--- src/rtl/uart_rx_oversampled.sv ---
// uart_rx_oversampled: oversampled UART receiver with start-bit validation,
// 3-sample majority vote per bit, optional parity, and a one-entry
// valid/ready holding register that reports framing/parity/overrun.
module uart_rx_oversampled #(
  parameter int OVERSAMPLE = 16,
  parameter int DATA_BITS  = 8,
  parameter int DIV_W      = 16
) (
  input  logic                 clk,
  input  logic                 reset,
  input  logic [DIV_W-1:0]     baud_div,
  input  logic                 parity_en,
  input  logic                 parity_odd,
  input  logic                 rx,
  output logic [DATA_BITS-1:0] rx_data,
  output logic                 rx_valid,
  input  logic                 rx_ready,
  output logic                 frame_err,
  output logic                 parity_err,
  output logic                 overrun
);
  localparam int M  = OVERSAMPLE / 2;
  localparam int SW = $clog2(OVERSAMPLE);
  localparam int BW = $clog2(DATA_BITS);

  localparam logic [SW-1:0] S_LO  = SW'(M - 1);
  localparam logic [SW-1:0] S_MID = SW'(M);
  localparam logic [SW-1:0] S_HI  = SW'(M + 1);
  localparam logic [SW-1:0] S_END = SW'(OVERSAMPLE - 1);
  localparam logic [BW-1:0] B_LAST = BW'(DATA_BITS - 1);

  typedef enum logic [2:0] {IDLE, START, DATA, PARITY, STOP} state_t;

  state_t               state;
  logic                 rx_s1, rxs, rxs_d;
  logic [DIV_W-1:0]     div_cnt, div_q;
  logic [SW-1:0]        s;
  logic [BW-1:0]        bit_cnt;
  logic [DATA_BITS-1:0] shreg;
  logic                 v0, v1;
  logic                 par_en_q, par_odd_q;
  logic                 perr_q, ferr_q, done;
  logic                 tick, maj, decide, bit_end;

  // Divider terminal count is only meaningful while a frame is in progress.
  assign tick    = (div_cnt == div_q);
  // Third vote is the live sample taken on the deciding tick.
  assign maj     = (v0 & v1) | (v0 & rxs) | (v1 & rxs);
  assign decide  = tick && (s == S_HI);
  assign bit_end = tick && (s == S_END);

  // Two-flop synchronizer plus one delay stage for falling-edge detection.
  always_ff @(posedge clk or negedge reset) begin
    if (!reset) begin
      rx_s1 <= 1'b1;
      rxs   <= 1'b1;
      rxs_d <= 1'b1;
    end else begin
      rx_s1 <= rx;
      rxs   <= rx_s1;
      rxs_d <= rxs;
    end
  end

  // Frame FSM: tick/sample timing, majority vote, data shift, parity and stop checks.
  always_ff @(posedge clk or negedge reset) begin
    if (!reset) begin
      state     <= IDLE;
      div_cnt   <= '0;
      div_q     <= '0;
      s         <= '0;
      bit_cnt   <= '0;
      shreg     <= '0;
      v0        <= 1'b0;
      v1        <= 1'b0;
      par_en_q  <= 1'b0;
      par_odd_q <= 1'b0;
      perr_q    <= 1'b0;
      ferr_q    <= 1'b0;
      done      <= 1'b0;
    end else begin
      done <= 1'b0;
      if (state == IDLE) begin
        // Only a real 1->0 transition arms; a stuck-low line stays idle.
        if (rxs_d && !rxs) begin
          state     <= START;
          div_cnt   <= '0;
          s         <= '0;
          div_q     <= baud_div;
          par_en_q  <= parity_en;
          par_odd_q <= parity_odd;
          bit_cnt   <= '0;
          perr_q    <= 1'b0;
        end
      end else begin
        div_cnt <= tick ? '0 : div_cnt + 1'b1;
        if (tick) s <= (s == S_END) ? '0 : s + 1'b1;
        if (tick && s == S_LO)  v0 <= rxs;
        if (tick && s == S_MID) v1 <= rxs;
        case (state)
          START: begin
            if (decide && maj) state <= IDLE;
            else if (bit_end)  state <= DATA;
          end
          DATA: begin
            if (decide) shreg <= {maj, shreg[DATA_BITS-1:1]};
            if (bit_end) begin
              if (bit_cnt == B_LAST) state <= par_en_q ? PARITY : STOP;
              else                   bit_cnt <= bit_cnt + 1'b1;
            end
          end
          PARITY: begin
            if (decide)  perr_q <= ((^shreg) ^ maj) != par_odd_q;
            if (bit_end) state  <= STOP;
          end
          STOP: begin
            // Leave at mid-stop so the next start edge is caught promptly.
            if (decide) begin
              ferr_q <= ~maj;
              done   <= 1'b1;
              state  <= IDLE;
            end
          end
          default: state <= IDLE;
        endcase
      end
    end
  end

  // Holding register: load on completion if free or draining this clk, else flag overrun.
  always_ff @(posedge clk or negedge reset) begin
    if (!reset) begin
      rx_data    <= '0;
      rx_valid   <= 1'b0;
      frame_err  <= 1'b0;
      parity_err <= 1'b0;
      overrun    <= 1'b0;
    end else begin
      overrun <= 1'b0;
      if (done) begin
        if (!rx_valid || rx_ready) begin
          rx_data    <= shreg;
          frame_err  <= ferr_q;
          parity_err <= perr_q;
          rx_valid   <= 1'b1;
        end else begin
          overrun <= 1'b1;
        end
      end else if (rx_valid && rx_ready) begin
        rx_valid <= 1'b0;
      end
    end
  end
endmodule
--- config.mk ---
export PLATFORM = sky130hd
export DESIGN_NAME = uart_rx_oversampled
export DESIGN_NICKNAME = d
export VERILOG_FILES = /design/src/rtl/uart_rx_oversampled.sv
export SDC_FILE = /design/constraint.sdc
export NUM_CORES = 1
export LEC_CHECK = 0
export ABC_CLOCK_PERIOD_IN_PS = 5700
export BUFFER_PORTS_ARGS = -buffer_cell sky130_fd_sc_hd__clkbuf_2
export CORE_UTILIZATION = 45
export CTS_BUF_LIST = sky130_fd_sc_hd__clkbuf_8
export DETAILED_ROUTE_END_ITERATION = 12
export PLACE_DENSITY = 0.74
export SYNTH_ARGS = -nofsm -noshare
export SYNTH_HDL_FRONTEND = slang
export SYNTH_SLANG_ARGS = --single-unit
--- constraint.sdc ---
create_clock -name clk -period 5.7 [get_ports clk]
set_clock_uncertainty 0.1 [all_clocks]
set_input_delay 0.57 -clock clk [delete_from_list [all_inputs] [get_ports clk]]
set_output_delay 0.57 -clock clk [all_outputs]
set_load 0.005 [all_outputs]
# [Yosys cells after proc, flatten, opt, wreduce, memory -nomap -nowiden]
# Index checks and enable logic that the tools add are counted.
[word_totals] rom_bits=0 output_inout_bits=12 latch_bits=0 memories=0 ramBits=0 word_cells=114 in_bits=22 register_bits=72
[op_classes] bitwise_logic=8 eq_ne=19 div=0 n_reduce_logical=29 multipliers=0 n_lt_le_gt_ge=0 n_addsub=3 muxes=34 n_shift=0
[ops] cell="two-way mux 16 bit" n=3
[ops] cell="two-way mux 3 bit" n=14
[ops] cell="adder 16 x 1 -> 16 bit, second input constant" n=1
[ops] cell="== test 16 bit" n=1
[ops] cell="two-way mux 4 bit" n=4
[ops] cell="== test 4 bit, second input constant" n=3
[ops] cell="two-way mux 1 bit" n=12
[ops] cell="!= test 3 bit, second input constant" n=4
[ops] cell="one-hot mux 3 bit (4 select lines)" n=1
[ops] cell="AND reduction 2 bit" n=6
[ops] cell="nonzero test 2 bit" n=6
[ops] cell="AND reduction 3 bit" n=3
[ops] cell="XOR reduction 8 bit" n=1
[ops] cell="logical AND 1 bit" n=7
[ops] cell="== test 3 x 2 -> 1 bit, second input constant" n=2
[ops] cell="== test 3 bit, second input constant" n=2
[ops] cell="AND reduction 6 bit" n=1
[ops] cell="adder 4 x 1 -> 4 bit, second input constant" n=1
[ops] cell="== test 4 x 3 -> 1 bit, second input constant" n=1
[ops] cell="!= test 2 x 1 -> 1 bit, second input constant" n=2
[ops] cell="!= test 4 bit, second input constant" n=1
[ops] cell="AND reduction 4 bit" n=1
[ops] cell="adder 3 x 1 -> 3 bit, second input constant" n=1
[ops] cell="AND 1 bit" n=3
[ops] cell="9 further kinds" n=12

# [Logic depth before layout (Yosys ltp)]
[logic_depth] depth_word=8 ltp_mapped=8 ltp_nobuf=7

# [Worst setup path after synthesis]
# OpenSTA, ideal clock, no wires.
[synth_timing] path_type="register to register" startpoint="register div_cnt[8]" endpoint="register v0" arrival_ns=1.797 setup_ns=0.128 t_required_ns=5.472 n_path_buf=1 setup_slack_ns=3.675 period_less_slack_ns=2.025 stages_incl_launch_ff=7 path_cell_list="dfrtp_1 buf_6 xor2_2 nor4_4 nand4_4 nor4_2 mux2_1"
[synth_between] elab_chain_cells=3
[synth_rtl] item="from (decl)" line="36" source="logic [DIV_W-1:0] div_cnt, div_q;"
[synth_rtl] item="from (signal assigned)" line="96" source="div_cnt <= tick ? '0 : div_cnt + 1'b1;"
[synth_rtl] item="== test 16 bit" line="46" source="assign tick = (div_cnt == div_q);"
[synth_rtl] item="logical AND 1 bit" line="98" source="if (tick && s == S_LO) v0 <= rxs;"
[synth_rtl] item="AND reduction 2 bit (no line)"
[synth_rtl] item="to (signal assigned)" line="98"
[synth_rtl] item="to (decl)" line="40" source="logic v0, v1;"
# Every way passes these cells.
# A chain may end at the register's enable or synchronous reset.

# [Worst setup path in the final report]
[layout_timing] startpoint="register state[2]" endpoint="register div_cnt[11]"
[layout_between] elab_chain_cells=2 elab_cells_between_ends=3 classes_between="eq/ne: 1; mux: 1; reduce/logical: 1"
[layout_rtl] item="from (decl)" line="34" source="state_t state;"
[layout_rtl] item="from (signal assigned)" line="108" source="if (bit_cnt == B_LAST) state <= par_en_q ? PARITY : STOP;"
[layout_rtl] item="logical NOT 3 bit *" line="83" source="if (state == IDLE) begin"
[layout_rtl] item="!= test 2 x 1 -> 1 bit (no line) / two-way mux 16 bit (equally long branches)"
# Every way passes the cells marked *; elsewhere a longest branch is shown, timed or not.

==> flow_summary.toml <==
[outcome]
outcome = "complete, no violations"

[yosys]
avgSynthCellArea_um2 = 10.4
synth_edf_count = 0
syn-num-nets = 384
yosysMostFrequentCell = "dfrtp_1"
yosysUniqueCellTypes = 57
syn_inst = 356
ys_ff_latch = 72
netlist.area_leader.share_pct = 46.4
synthTopCellsByCount = "69 x dfrtp_1, 67 x nand2_1, 20 x a31oi_1"
ys_async_sr_fraction_pct = 100
yosys_warnings = 0
synthTopCellsByArea = "dfrtp_1 46%, nand2_1 6.8%, mux2_2 5.5%"
yosysTopAreaCell = "dfrtp_1"
synthesis.area_um2 = 3720
synth_ff_type = "dfrtp_1"
synth-seq-area-share_pct = 48.6

[critical_path]
worst-setup-path-type = "register to register"
critPathCaptureType = "register"
r2r_start = "state[2]"
worst-r2r-setup-slack_ns = 3.14
path_max_fanout = 21
reg2reg_depth = 5
slowest_stage = "nor2_1"
cp-startpoint = "state[2]"
cp_cell_sequence = "nor2_1, nand2_1, nor2_1, o21a_1, o21a_1"
crit_required_ns = 5.90
max_stage_delay_ns = 0.67
endpoint = "div_cnt[11]"
start_kind = "register"
timing.rr.end = "div_cnt[11]"
cp.arrival_ns = 2.76

[clocking]
post_cts.repair.setup_buffers = 0
cts_resized = 0
max-clock-path-buffers = 2
path_clk_slew_ns = 0.08
cts_tree = "done"
root_buffer = "clkbuf_8"
htreeDepth = 3
postCtsHoldBufs = 0
numCtsBuffers = 9
clkLatencyLatePin_ns = 0.35
cts_sinks = 72

[finish]
antenna_cells = 0
drive_gt1_share_pct = 23.2
num-fill-cells = 723
fin_nets = 416
areaGrowthSynthToFinish_pct = 11.8
multi_input_area_um2 = 1770
regArea_um2 = 1810

[power_and_ir_drop]
total_power_mw = 1.59
irDropWorstVdd_mv = 0.182
power.density_nw_per_um2 = 383
leakage_nw = 1.99

[detailed_routing]
drc = 0
dr_total_vias = 2771
firstDrtPassIters = 4
antenna_left = 0
wl_per_cell_um = 15.5
avgViaCountPerCell = 5.60
wirelength_mm = 7.68
drtIter0Drc = 197

[timing]
timing_hold_violations_final = 0
timing.slew.headroom_pct = 40.8
rsz0062_at_grt = "no"
min_period_ns = 2.56
finalCritPeriodShare_pct = 44.9
tightestPinTransition_ns = 0.888
setup_tns_ns = 0
fmax_mhz = 390
slew_viol_final = 0
setup_viol = 0

[place]
dp_hpwl_mm = 5.35
port_buffers = 33
gp_congestion = 0.903

[global_route]
grt_pass1_wl_mm = 12.9
grt_usage_pct = 19.2
grt_pass1_vias = 2724
antenna_found_initial = 0
grt_start_max_net_pins = 73
gr-total-overflow = 0

[floorplan]
dieArea_um2 = 8630
pin_count = 34
initial_core_util_pct = 47.4
rows = 32
core_um2 = 7850
die_h_um = 92.9
die_w_um = 92.9

[min_path]
min_path_type = "primary input to register"
min_path_cells = 1

[run]
maxCapViolations = 0
-- worst min-delay path by stage --
stage                  to   from  slack, ns
6_report            rx_s1     rx       0.20
3_5_place_dp          rxs  rx_s1       0.25
5_1_grt             rx_s1     rx       0.20
2_1_floorplan  bit_cnt[0]  reset       0.17
3_3_place_gp          rxs  rx_s1       0.25
4_1_cts             rx_s1     rx       0.20
-- metal layers --
metal	up-vias	global-route usage [%]	part of all wire, %
met2	94	30.4	46
met3	18	3.86	5.2
li1	1331	-	-
met1	1328	25.4	47
met5	-	0	0
met4	0	8.72	2.0
-- cell families after synthesis --
family	Yosys count	synth area share, %
adder cells (fa/ha/maj)	7	2.29
AND/OR/NAND/NOR	139	20.6
XOR/XNOR	25	6.29
buffers and inverters	32	4.11
AO/OA/AOI/OAI	59	11.6
flip-flops	72	48.6
multiplexers	22	6.56
-- cells in the final DEF, fill, tap and decap left out, types with 5 or more instances in the layout --
master | netlist | final
a31oi_1 | 20 | 20
and3_1 | 5 | 5
clkbuf_2 | 0 | 32
clkbuf_8 | 0 | 10
dfrtp_1 | 69 | 69
ha_1 | 6 | 6
inv_1 | 16 | 16
mux2_2 | 18 | 18
nand2_1 | 67 | 67
nand3_1 | 14 | 14
nor2_1 | 9 | 9
nor4_1 | 8 | 8
o21ai_0 | 10 | 10
or3_1 | 7 | 7
xnor2_1 | 7 | 7
xor2_1 | 16 | 16
-- final cells by class --
| type | instances | share of cell area, % |
|---|---|---|
| timing repair buffer | 37 | 4.69 |
| inverter | 16 | 1.44 |
| clock inverter | 6 | 1.62 |
| tap | 102 | 3.07 |
| multi-input combinational | 252 | 42.4 |
| sequential | 72 | 43.4 |
| clock buffer | 10 | 3.31 |
-- state kept, by name, summed over array words and instances, names as in the netlist --
name / count
par_en_q: 1
state: 3
rxs_d: 1
rx_s1: 1
par_odd_q: 1
ferr_q: 1
rxs: 1
parity_err: 1
shreg: 8
perr_q: 1
done: 1
bit_cnt: 3
rx_data: 8
div_q: 16
frame_err: 1
v0: 1
div_cnt: 16
overrun: 1
v1: 1
rx_valid: 1
s: 4
-- worst max-delay path: cells and delay by family, from the launching register on --
| family | cells | cell delay [ns] |
|---|---|---|
| simple gates | 3 | 1.58 |
| flops | 1 | 0.48 |
| compound gates | 2 | 0.33 |
-- power breakdown --
part	leakage (nW)	switching, mW	internal, mW
combinational	0.942	0.296	0.182
sequential	0.952	0.0910	0.602
clock	0.0989	0.205	0.215
-- stage by stage --
step | std cells | util (%) | setup WS [ns] | cell area [µm²] | hold slack [ns]
2_1_floorplan | 356 | - | 3.68 | 3720 | 0.174
3_3_place_gp | 479 | 50.4 | 3.27 | 3950 | 0.248
3_5_place_dp | 479 | 50.4 | 3.21 | 3950 | 0.254
4_1_cts | 495 | 53.0 | 3.20 | 4160 | 0.196
5_1_grt | 495 | 53.0 | 2.84 | 4160 | 0.201
6_report | 495 | 53.0 | 3.14 | 4160 | 0.201
(Power assumes the default switching activity.)
